### config.mk
export PLATFORM = sky130hd
export DESIGN_NAME = imem_arbiter
export DESIGN_NICKNAME = d
export VERILOG_FILES = /design/src/rtl/imem_arb_pkg.sv /design/src/rtl/imem_arb_pick.sv /design/src/rtl/imem_arbiter.sv
export SDC_FILE = /design/constraint.sdc
export NUM_CORES = 1
export LEC_CHECK = 0
export CAP_MARGIN = 15
export CORE_MARGIN = 2
export CORE_UTILIZATION = 38
export DETAILED_ROUTE_END_ITERATION = 10
export PLACE_DENSITY = 0.78
export SLEW_MARGIN = 40
export SYNTH_ARGS = -nofsm -noshare
export SYNTH_HDL_FRONTEND = slang
export SYNTH_SLANG_ARGS = --single-unit
### constraint.sdc
create_clock -name clk -period 2.2 [get_ports clk]
set_clock_uncertainty 0.2 [all_clocks]
set_input_delay 0.66 -clock clk [delete_from_list [all_inputs] [get_ports clk]]
set_output_delay 0.66 -clock clk [all_outputs]
set_load 0.01 [all_outputs]
### src/rtl/imem_arb_pkg.sv
// Shared types and constants for the instruction-memory arbiter.
// Optional feature macro: IMEM_ARB_RR_EN (round-robin arbitration).
package imem_arb_pkg;

    typedef enum logic [1:0] {
        IDLE  = 2'd0,
        WRITE = 2'd1,
        READ  = 2'd2,
        RESP  = 2'd3
    } imem_arb_state_t;

    // Memory rw line encoding.
    localparam logic RW_WRITE = 1'b0;
    localparam logic RW_READ  = 1'b1;

    // Requester identifiers, also used as the round-robin pointer value.
    localparam logic REQ_LD = 1'b0;
    localparam logic REQ_FE = 1'b1;

    // Round-robin tie break: the requester not served last wins.
    function automatic logic rr_winner(input logic last_id);
        logic win_s;
        if (last_id == REQ_LD) begin
            win_s = REQ_FE;
        end else begin
            win_s = REQ_LD;
        end
        return win_s;
    endfunction

endpackage

### src/rtl/imem_arb_pick.sv
// Two-way winner select between loader and fetch.
// With IMEM_ARB_RR_EN defined, ties are broken round-robin using a
// last-served pointer; otherwise the loader has fixed priority.
module imem_arb_pick
    import imem_arb_pkg::*;
(
`ifdef IMEM_ARB_RR_EN
    input  logic clk,
    input  logic reset,
    input  logic upd_en,
`endif
    input  logic ld_req,
    input  logic fe_req,
    output logic win_ld,
    output logic win_fe
);

`ifdef IMEM_ARB_RR_EN
    logic last_q;
    logic last_d;
    logic tie_id_s;

    // Winner select and pointer update; the pointer moves only on a grant.
    always_comb begin
        win_ld   = 1'b0;
        win_fe   = 1'b0;
        last_d   = last_q;
        tie_id_s = rr_winner(last_q);
        if (ld_req && fe_req) begin
            if (tie_id_s == REQ_FE) begin
                win_fe = 1'b1;
            end else begin
                win_ld = 1'b1;
            end
        end else if (ld_req) begin
            win_ld = 1'b1;
        end else if (fe_req) begin
            win_fe = 1'b1;
        end else begin
            win_ld = 1'b0;
            win_fe = 1'b0;
        end
        if (upd_en && win_ld) begin
            last_d = REQ_LD;
        end else if (upd_en && win_fe) begin
            last_d = REQ_FE;
        end else begin
            last_d = last_q;
        end
    end

    // Last-served pointer; resets to loader so fetch wins the first tie.
    always_ff @(posedge clk or negedge reset) begin
        if (!reset) begin
            last_q <= REQ_LD;
        end else begin
            last_q <= last_d;
        end
    end
`else
    // Fixed priority: loader always wins; fetch may starve during load.
    always_comb begin
        win_ld = 1'b0;
        win_fe = 1'b0;
        if (ld_req) begin
            win_ld = 1'b1;
        end else if (fe_req) begin
            win_fe = 1'b1;
        end else begin
            win_ld = 1'b0;
            win_fe = 1'b0;
        end
    end
`endif

endmodule

### src/rtl/imem_arbiter.sv
// Sequencer/arbiter sharing the single instruction-memory port between
// the program loader (writes) and the fetch unit (reads). Owns mem_rw so
// that only a granted loader cycle can ever write.
// Optional feature macro: IMEM_ARB_RR_EN (round-robin instead of loader priority).
module imem_arbiter
    import imem_arb_pkg::*;
#(
    parameter int AW = 8,
    parameter int DW = 8
) (
    input  logic          clk,
    input  logic          reset,
    input  logic          ld_req,
    input  logic [AW-1:0] ld_addr,
    input  logic [DW-1:0] ld_data,
    output logic          ld_gnt,
    input  logic          fe_req,
    input  logic [AW-1:0] fe_addr,
    output logic          fe_gnt,
    output logic [DW-1:0] fe_rdata,
    output logic          fe_rvalid,
    output logic [AW-1:0] mem_add,
    output logic [DW-1:0] mem_ip,
    output logic          mem_rw,
    input  logic [DW-1:0] mem_op,
    output logic          busy
);

    imem_arb_state_t state_q, state_d;
    logic [AW-1:0]   mem_add_q, mem_add_d;
    logic [DW-1:0]   mem_ip_q, mem_ip_d;
    logic            mem_rw_q, mem_rw_d;
    logic            ld_gnt_q, ld_gnt_d;
    logic            fe_gnt_q, fe_gnt_d;
    logic [DW-1:0]   fe_rdata_q, fe_rdata_d;
    logic            fe_rvalid_q, fe_rvalid_d;
    logic            busy_q, busy_d;

    logic            idle_s;
    logic            win_ld_s;
    logic            win_fe_s;

    assign idle_s = (state_q == IDLE);

    imem_arb_pick u_pick (
`ifdef IMEM_ARB_RR_EN
        .clk    (clk),
        .reset  (reset),
        .upd_en (idle_s),
`endif
        .ld_req (ld_req),
        .fe_req (fe_req),
        .win_ld (win_ld_s),
        .win_fe (win_fe_s)
    );

    // Next-state and next-output logic; pulses default low, data holds.
    always_comb begin
        state_d     = state_q;
        mem_add_d   = mem_add_q;
        mem_ip_d    = mem_ip_q;
        mem_rw_d    = mem_rw_q;
        ld_gnt_d    = 1'b0;
        fe_gnt_d    = 1'b0;
        fe_rdata_d  = fe_rdata_q;
        fe_rvalid_d = 1'b0;
        case (state_q)
            IDLE: begin
                mem_rw_d = RW_READ;
                if (win_ld_s) begin
                    mem_add_d = ld_addr;
                    mem_ip_d  = ld_data;
                    mem_rw_d  = RW_WRITE;
                    ld_gnt_d  = 1'b1;
                    state_d   = WRITE;
                end else if (win_fe_s) begin
                    mem_add_d = fe_addr;
                    mem_rw_d  = RW_READ;
                    fe_gnt_d  = 1'b1;
                    state_d   = READ;
                end else begin
                    state_d = IDLE;
                end
            end
            WRITE: begin
                // Memory captures on this edge; release the write strobe.
                mem_rw_d = RW_READ;
                state_d  = IDLE;
            end
            READ: begin
                mem_rw_d = RW_READ;
                state_d  = RESP;
            end
            RESP: begin
                mem_rw_d    = RW_READ;
                fe_rdata_d  = mem_op;
                fe_rvalid_d = 1'b1;
                state_d     = IDLE;
            end
            default: begin
                mem_rw_d = RW_READ;
                state_d  = IDLE;
            end
        endcase
        busy_d = (state_d != IDLE);
    end

    // State and output registers; reset abandons any in-flight access.
    always_ff @(posedge clk or negedge reset) begin
        if (!reset) begin
            state_q     <= IDLE;
            mem_add_q   <= {AW{1'b0}};
            mem_ip_q    <= {DW{1'b0}};
            mem_rw_q    <= RW_READ;
            ld_gnt_q    <= 1'b0;
            fe_gnt_q    <= 1'b0;
            fe_rdata_q  <= {DW{1'b0}};
            fe_rvalid_q <= 1'b0;
            busy_q      <= 1'b0;
        end else begin
            state_q     <= state_d;
            mem_add_q   <= mem_add_d;
            mem_ip_q    <= mem_ip_d;
            mem_rw_q    <= mem_rw_d;
            ld_gnt_q    <= ld_gnt_d;
            fe_gnt_q    <= fe_gnt_d;
            fe_rdata_q  <= fe_rdata_d;
            fe_rvalid_q <= fe_rvalid_d;
            busy_q      <= busy_d;
        end
    end

    assign mem_add   = mem_add_q;
    assign mem_ip    = mem_ip_q;
    assign mem_rw    = mem_rw_q;
    assign ld_gnt    = ld_gnt_q;
    assign fe_gnt    = fe_gnt_q;
    assign fe_rdata  = fe_rdata_q;
    assign fe_rvalid = fe_rvalid_q;
    assign busy      = busy_q;

endmodule

==> results of run 1 <==
## synth_stat cells, drive strengths merged
| cell type | count | area [um2] |
|---|---|---|
| nor2 | 4 | 15.0 |
| nor3 | 1 | 16.3 |
| dfrtp | 30 | 751 |
| buf | 3 | 20.0 |
| inv | 3 | 11.3 |
| nand2 | 1 | 6.26 |
| nor3b | 1 | 7.51 |
| clkbuf | 1 | 5.00 |
| nor4b | 1 | 8.76 |
| dfstp | 1 | 26.3 |
| a21oi | 1 | 5.00 |
| o21ai | 1 | 5.00 |
| mux2 | 32 | 360 |
## registers in the layout (all words and copies together), names as in the netlist
| signal | count |
|---|---|
| fe_rdata | 8 |
| mem_rw | 1 |
| busy | 1 |
| fe_rvalid | 1 |
| mem_add | 8 |
| state_q | 2 |
| mem_ip | 8 |
| ld_gnt | 1 |
| fe_gnt | 1 |
## routing by layer
metal  up-vias  GRT usage  share of wire
met5         -          0              0
li1        422          -              -
met4         0      0.102          0.027
met2        23      0.274           0.56
met3         7     0.0462          0.043
met1       439      0.175           0.37
## worst max-delay path by stage
| stage | endpoint | slack [ns] |
|---|---|---|
| after global routing | mem_ip[4] | 0.03 |
| after CTS | fe_rdata[4] | 0.06 |
| final | fe_rdata[4] | 0.09 |
| after floorplan | mem_add[1] | 0.45 |
| after detailed placement | mem_add[1] | -0.14 |
| after global placement | mem_ip[0] | -0.13 |
## per-stage QoR
step                cells  hold WS [ns]  area (um2)
detailed placement    191         0.294        1970
global route          199         0.326        2060
CTS                   199         0.316        2060
global placement      191         0.286        1970
finish                199         0.313        2060
floorplan              80         0.164        1240
## power groups by stage
| stage | logic (uW) | registers (uW) | clock network [uW] |
|---|---|---|---|
| after detailed placement | 1090 | 983 | 0 |
| after floorplan | 341 | 1070 | 0 |
| after global placement | 1070 | 970 | 0 |
| after CTS | 1090 | 973 | 485 |
| final | 1080 | 970 | 465 |
| after global routing | 1150 | 1000 | 512 |
## area by class of cell
cell class | count | area share
flip-flops and latches | 31 | 0.378
clock buffers | 6 | 0.0249
repair buffers | 71 | 0.342
multi-input cells | 42 | 0.206
clock inverters | 2 | 0.0170
well taps | 44 | 0.0267
inverters | 3 | 0.00547
## kinds of logic (layout without fill, tap and decap cells)
logic type	Yosys count	in the layout	synth area share
DFF	31	31	0.628
buffers and inverters	7	82	0.0293
muxes	32	32	0.291
and+or+nand+nor	8	8	0.0435
AOI/OAI and AO/OA	2	2	0.00808
==> summary.md, run 1 <==
| Metric | Value |
|---|---|
| Tightest Pin Transition | `0.389 ns` |
| First DRT Iteration DRCs | `9` |
| Slew headroom | `0.741` |
| Logic pwr share | `0.429` |
| Worst path cell trace | `clkdlybuf4s50_1` |
| Net Count, Synth | `116` |
| Crit Path Max Fanout | `2` |
| Status | `finished clean` |
| Commonest non-fill, non-tap cell in the layout | `clkdlybuf4s50_1` |
| I/O pin total | `65` |
| Worst-path clk slew | `0.10 ns` |
| Setup ws final | `0.0901 ns` |
| Post-synthesis register bit count | `31` |
| Min-delay worst type | `register to register` |
| Synthesis warning total | `0` |
| R2R setup slack | `0.62 ns` |
| Slowest Stage Delay on Critical Path | `0.56 ns` |
| Required time of the critical path | `1.34 ns` |
| Clk_lat worst skew | `0.33 ns` |
| Largest net degree at the start of global routing | `32` |
| Vias/cell | `4.48` |
| WL/cell | `13.5 um` |
| Worst path depth | `1` |
| Sequential share of power | `0.386` |
| Clock root buffer | `clkbuf_4` |
| Antenna violations before repair | `0` |
| Setup CP Type | `register to primary output` |
| GRT Util Overall | `0.161` |
| Hold Path Sink | `fe_rdata[7]` |
| Worst R2R Path Depth | `3` |
| Max cap viols | `0` |
| Fmax achieved | `0.474 GHz` |
| Core ar. | `0.00308 mm2` |
| Post-cts sizing count | `1` |
| Final setup TNS | `0 ns` |
| GR Overflow Total | `0` |
| Period utilization | `0.959` |
| Post-Route Utilization | `0.669` |
| Distinct cells, synth | `14` |
| TritonCTS Sinks | `31` |
| Die area | `0.00373 mm2` |
| Internal power | `1810 uW` |
| Ratio of total power to cell area | `1220 mW/mm2` |
| Worst path slowest cell | `clkdlybuf4s50_1` |
| Sw frac | `0.280` |
| Ratio of cells with drive above 1 in the final layout | `0.323` |
| Worst EP arrival | `1.25 ns` |
| Number of remaining DRC errors | `0` |
| Setup violations, final | `0` |
| CP endpoint kind | `primary output` |
| Final slew viol count | `0` |
| CP startpoint | `fe_rdata[4]` |
| Hold_buf cts | `0` |
| Most frequent cells in the layout | `clkdlybuf4s50_1 (63), mux2_2 (32), dfrtp_1 (30)` |
| Syn Std Cell Area | `0.00124 mm2` |
| # nets final | `190` |
| Critical path's top delay family | `buffers and inverters` |
| Buffers added on ports | `64` |
| R2r endpoint | `mem_ip[4]` |
| Die X | `61.1 um` |
| H-tree depth | `2` |
| Minimum clock period | `2.11 ns` |
| Postcts setup bufs | `0` |
| Maximum VDD drop | `614 uV` |
| Final Power | `2510 uW` |
| Final Hold Fails | `0` |
| Layout area overhead | `66.3%` |
| HP Start | `fe_rdata[7]` |
| DP Wirelength | `2050 um` |
| Clock tree buffer depth | `2` |
| Fillers | `241` |
| Buf/Inv on CP | `1` |
| Final ANT Viol Nets | `0` |
| Critical Path Start Type | `register` |
| Clock power frac | `0.185` |
| Psw | `703 uW` |
| Via Count | `891` |
| Global-route wire length before repair | `4160 um` |
| CTS Buf Count | `5` |
| DRT Wirelength | `2690 um` |
| Avg Inst Size Synth | `15.5 um2` |
| Drt pass-1 iters | `2` |
| Die span in y | `61.1 um` |
| Vias in the first global route | `903` |
| Worst reg2reg startpoint | `state_q[0]` |
| Seq/Total Area, Yosys | `0.628` |
| Area of the multi-input gates | `424 um2` |
| Core Rows | `20` |
| Static leakage | `0.000864 uW` |
| Hold depth | `1` |
| TritonCTS clock tree | `built` |
| RSZ-0062 raised after global routing | `false` |
| Cells after Synth | `80` |
| Pre-CTS setup slack | `-0.145 ns` |
| Ant diodes | `0` |
| Routability cong. | `0.753` |
| Starting density of the core | `0.402` |
| FF+latch area | `777 um2` |
Note: power is estimated with default switching activity, not from simulation.
==> inputs of run 2 (changes only) <==
Settings changed: CAP_MARGIN 15 to 40, SLEW_MARGIN 40 to default.
==> results of run 2 <==
No change in the layout: final DEF, timing and power equal those of run 1.
==> inputs of run 3 (changes only) <==
Settings changed: ABC_AREA from default to 1, CORE_UTILIZATION 38 to 39, SKIP_CTS_REPAIR_TIMING from default to 1.
==> summary.md, run 3 <==
| Metric | Value |
|---|---|
| Min Hold Slack | `0.278 ns (-0.0349 ns)` |
| Min-delay worst type | `register to register` |
| Worst-path clk slew | `0.09 ns (about the same)` |
| Final slew viol count | `0 (unchanged)` |
| Die X | `62.2 um (+1.8%)` |
| TritonCTS clock tree | `built` |
| Commonest non-fill, non-tap cell in the layout | `nand2_1` |
| Worst R2R Path Depth | `4 (+1)` |
| Post-synth EDFFs | `0 (unchanged)` |
| Asr flop ratio synth | `1.00 (unchanged)` |
| Required time of the critical path | `1.34 ns (about the same)` |
| GR Overflow Total | `0 (unchanged)` |
| Layout area overhead | `57.4%` |
| Die span in y | `62.2 um (+1.8%)` |
| Logic pwr share | `0.444 (+0.015)` |
| Pre-CTS setup slack | `0.199 ns (+0.343 ns)` |
| GRT Util Overall | `0.164 (+0.00363)` |
| Setup CP Type | `register to primary output` |
| Static leakage | `0.00104 uW (+21%)` |
| R2R setup slack | `0.84 ns (+0.22 ns)` |
| Synthesis warning total | `0 (unchanged)` |
| Top cell type's share of synthesized area | `0.569 (-0.0374)` |
| Setup ws final | `0.104 ns (+0.0137 ns)` |
| Max cap viols | `0 (unchanged)` |
| Clock root buffer | `clkbuf_4` |
| Ratio of cells with drive above 1 in the final layout | `0.0991 (-0.223)` |
| Worst path slowest cell | `clkdlybuf4s50_1` |
| Clock power frac | `0.144 (-0.041)` |
| Fillers | `288 (+20%)` |
| Sequential share of power | `0.412 (+0.026)` |
| Period utilization | `0.953 (-0.00624)` |
| Sw frac | `0.338 (+0.0583)` |
| Critical path's top delay family | `buffers and inverters` |
| Setup violations, final | `0 (unchanged)` |
| Hold Path Sink | `mem_ip[4]` |
| DRT Wirelength | `2930 um (+9.1%)` |
| Routed wl met3 | `247 um (+110%)` |
| Most used flip-flop cell after synthesis | `dfrtp_1` |
| H-tree depth | `2 (unchanged)` |
| Global-route wire length before repair | `5000 um (+20%)` |
| Critical Path Start Type | `register` |
| Met2 WL | `1430 um (-4.7%)` |
| I/O pin total | `65 (unchanged)` |
| TritonCTS Sinks | `31 (unchanged)` |
| Internal power | `1550 uW (-14%)` |
| Slew headroom | `0.744 (+0.00311)` |
| Cells after Synth | `150 (+88%)` |
| Most common cell in the netlist | `nand2_1` |
| Syn Std Cell Area | `0.00132 mm2 (+6.6%)` |
| Buf/Inv on CP | `1 (unchanged)` |
| Ant diodes | `0 (unchanged)` |
| Worst path cell trace | `clkdlybuf4s50_1` |
| Distinct cells, synth | `16 (+2)` |
| Final Hold Fails | `0 (unchanged)` |
| Routability cong. | `0.722 (-4.2%)` |
| Antenna violations before repair | `0 (unchanged)` |
| RSZ-0062 raised after global routing | `false` |
| Buffers added on ports | `64 (unchanged)` |
| CP endpoint kind | `primary output` |
| Clk_lat worst skew | `0.32 ns (about the same)` |
| Crit Path Max Fanout | `2 (unchanged)` |
| CTS Buf Count | `5 (unchanged)` |
| Minimum clock period | `2.10 ns (-0.0137 ns)` |
| Seq/Total Area, Yosys | `0.589 (-0.0387)` |
| Psw | `793 uW (+13%)` |
| Final ANT Viol Nets | `0 (unchanged)` |
| HP Start | `mem_ip[4]` |
| Drt pass-1 iters | `4 (+2)` |
| Via Count | `1176 (+32%)` |
| Hold depth | `2 (+1)` |
| Status | `finished clean` |
| Core ar. | `0.00328 mm2 (+6.7%)` |
| Most frequent cells in the layout | `nand2_1 (90), clkdlybuf4s50_1 (63), dfrtp_1 (30)` |
| Top sig layer | `met4` |
| Slowest Stage Delay on Critical Path | `0.54 ns (-0.02 ns)` |
| Worst reg2reg startpoint | `state_q[0]` |
| Vias/cell | `4.39 (-2.0%)` |
| # nets final | `257 (+35%)` |
| Vias in the first global route | `1137 (+26%)` |
| Top cells by area, synth | `dfrtp_1 (57%), nand2_1 (26%), nand3_1 (3.0%), nand2_4 (2.6%), dfstp_2 (2.0%)` |
| Fmax achieved | `0.477 GHz (+0.66%)` |
| R2r endpoint | `mem_add[1]` |
| Metal-1 WL | `1230 um (+23%)` |
| Leading area contributor after synthesis | `dfrtp_1` |
| Maximum VDD drop | `449 uV (-27%)` |
| Worst path depth | `1 (unchanged)` |
| Net Count, Synth | `186 (+60%)` |
| Core Rows | `21 (+5.0%)` |
| Ratio of total power to cell area | `1130 mW/mm2 (-7.4%)` |
| Largest net degree at the start of global routing | `32 (unchanged)` |
| Post-synthesis register bit count | `31 (unchanged)` |
| DP Wirelength | `2200 um (+7.2%)` |
| Top post-synthesis cells by count | `nand2_1 (90), dfrtp_1 (30), nand3_1 (8)` |
| Number of remaining DRC errors | `0 (unchanged)` |
| Worst EP arrival | `1.24 ns (about the same)` |
| Avg Inst Size Synth | `8.79 um2 (-43%)` |
| Die area | `0.00386 mm2 (+3.6%)` |
| Starting density of the core | `0.402 (-0.000509)` |
| Tightest Pin Transition | `0.384 ns (-0.00466 ns)` |
| WL/cell | `10.9 um (-19%)` |
| First DRT Iteration DRCs | `45 (+36)` |
| Clock tree buffer depth | `2 (unchanged)` |
==> run 3: logic make-up (layout without fill, tap and decap cells) <==
group                  after synthesis  in the layout  synth area share
AO/OA/AOI/OAI                        3              3            0.0123
AND/OR/NAND/NOR                    106            106             0.352
flip-flops                          31             31             0.589
buffers and inverters               10             82            0.0465
==> run 3: through the flow <==
stage	util	total power, uW	TNS [ns]	cell area (um2)	std cells
finish	0.632	2350	0	2080	268
global route	0.632	2500	0	2080	268
CTS	0.631	2380	-0.0269	2070	268
detailed placement	0.613	2040	0	2010	260
global placement	0.613	2010	0	2010	260
floorplan	-	1420	0	1320	150
==> run 3: power groups by stage <==
stage | logic, uW | registers [uW] | clock network, uW
6_report | 1040 | 968 | 338
5_1_grt | 1130 | 1000 | 370
4_1_cts | 1060 | 971 | 347
3_5_place_dp | 1060 | 978 | 0
3_3_place_gp | 1040 | 972 | 0
2_1_floorplan | 347 | 1070 | 0
==> run 3: cell type report <==
class,count,area [um2],area share
tap,46,57.6,0.0277
clock inverter,1,5.00,0.00241
clock buffer,7,55.1,0.0265
inverter,6,27.5,0.0133
timing repair buffer,68,673,0.324
sequential,31,777,0.374
multi-input combinational,109,480,0.231
==> run 3: worst max path at each step <==
stage / start / endpoint
finish: mem_add[1] / mem_add[1]
global placement: ld_req / mem_add[7]
global route: mem_add[6] / mem_add[6]
detailed placement: ld_req / mem_add[1]
CTS: mem_rw / mem_rw
floorplan: ld_req / mem_add[1]
==> run 3: worst reg2reg max path: cells and delay by family (launching register included) <==
family	cells	cell delay, ns
DFF	1	0.51
and+or+nand+nor	4	0.54
==> run 3: layer usage <==
| layer | vias to the layer above | track usage |
|---|---|---|
| met3 | 2 | 0.0707 |
| met4 | 0 | 0.0583 |
| li1 | 601 | - |
| met1 | 529 | 0.195 |
| met5 | - | 0 |
| met2 | 44 | 0.268 |
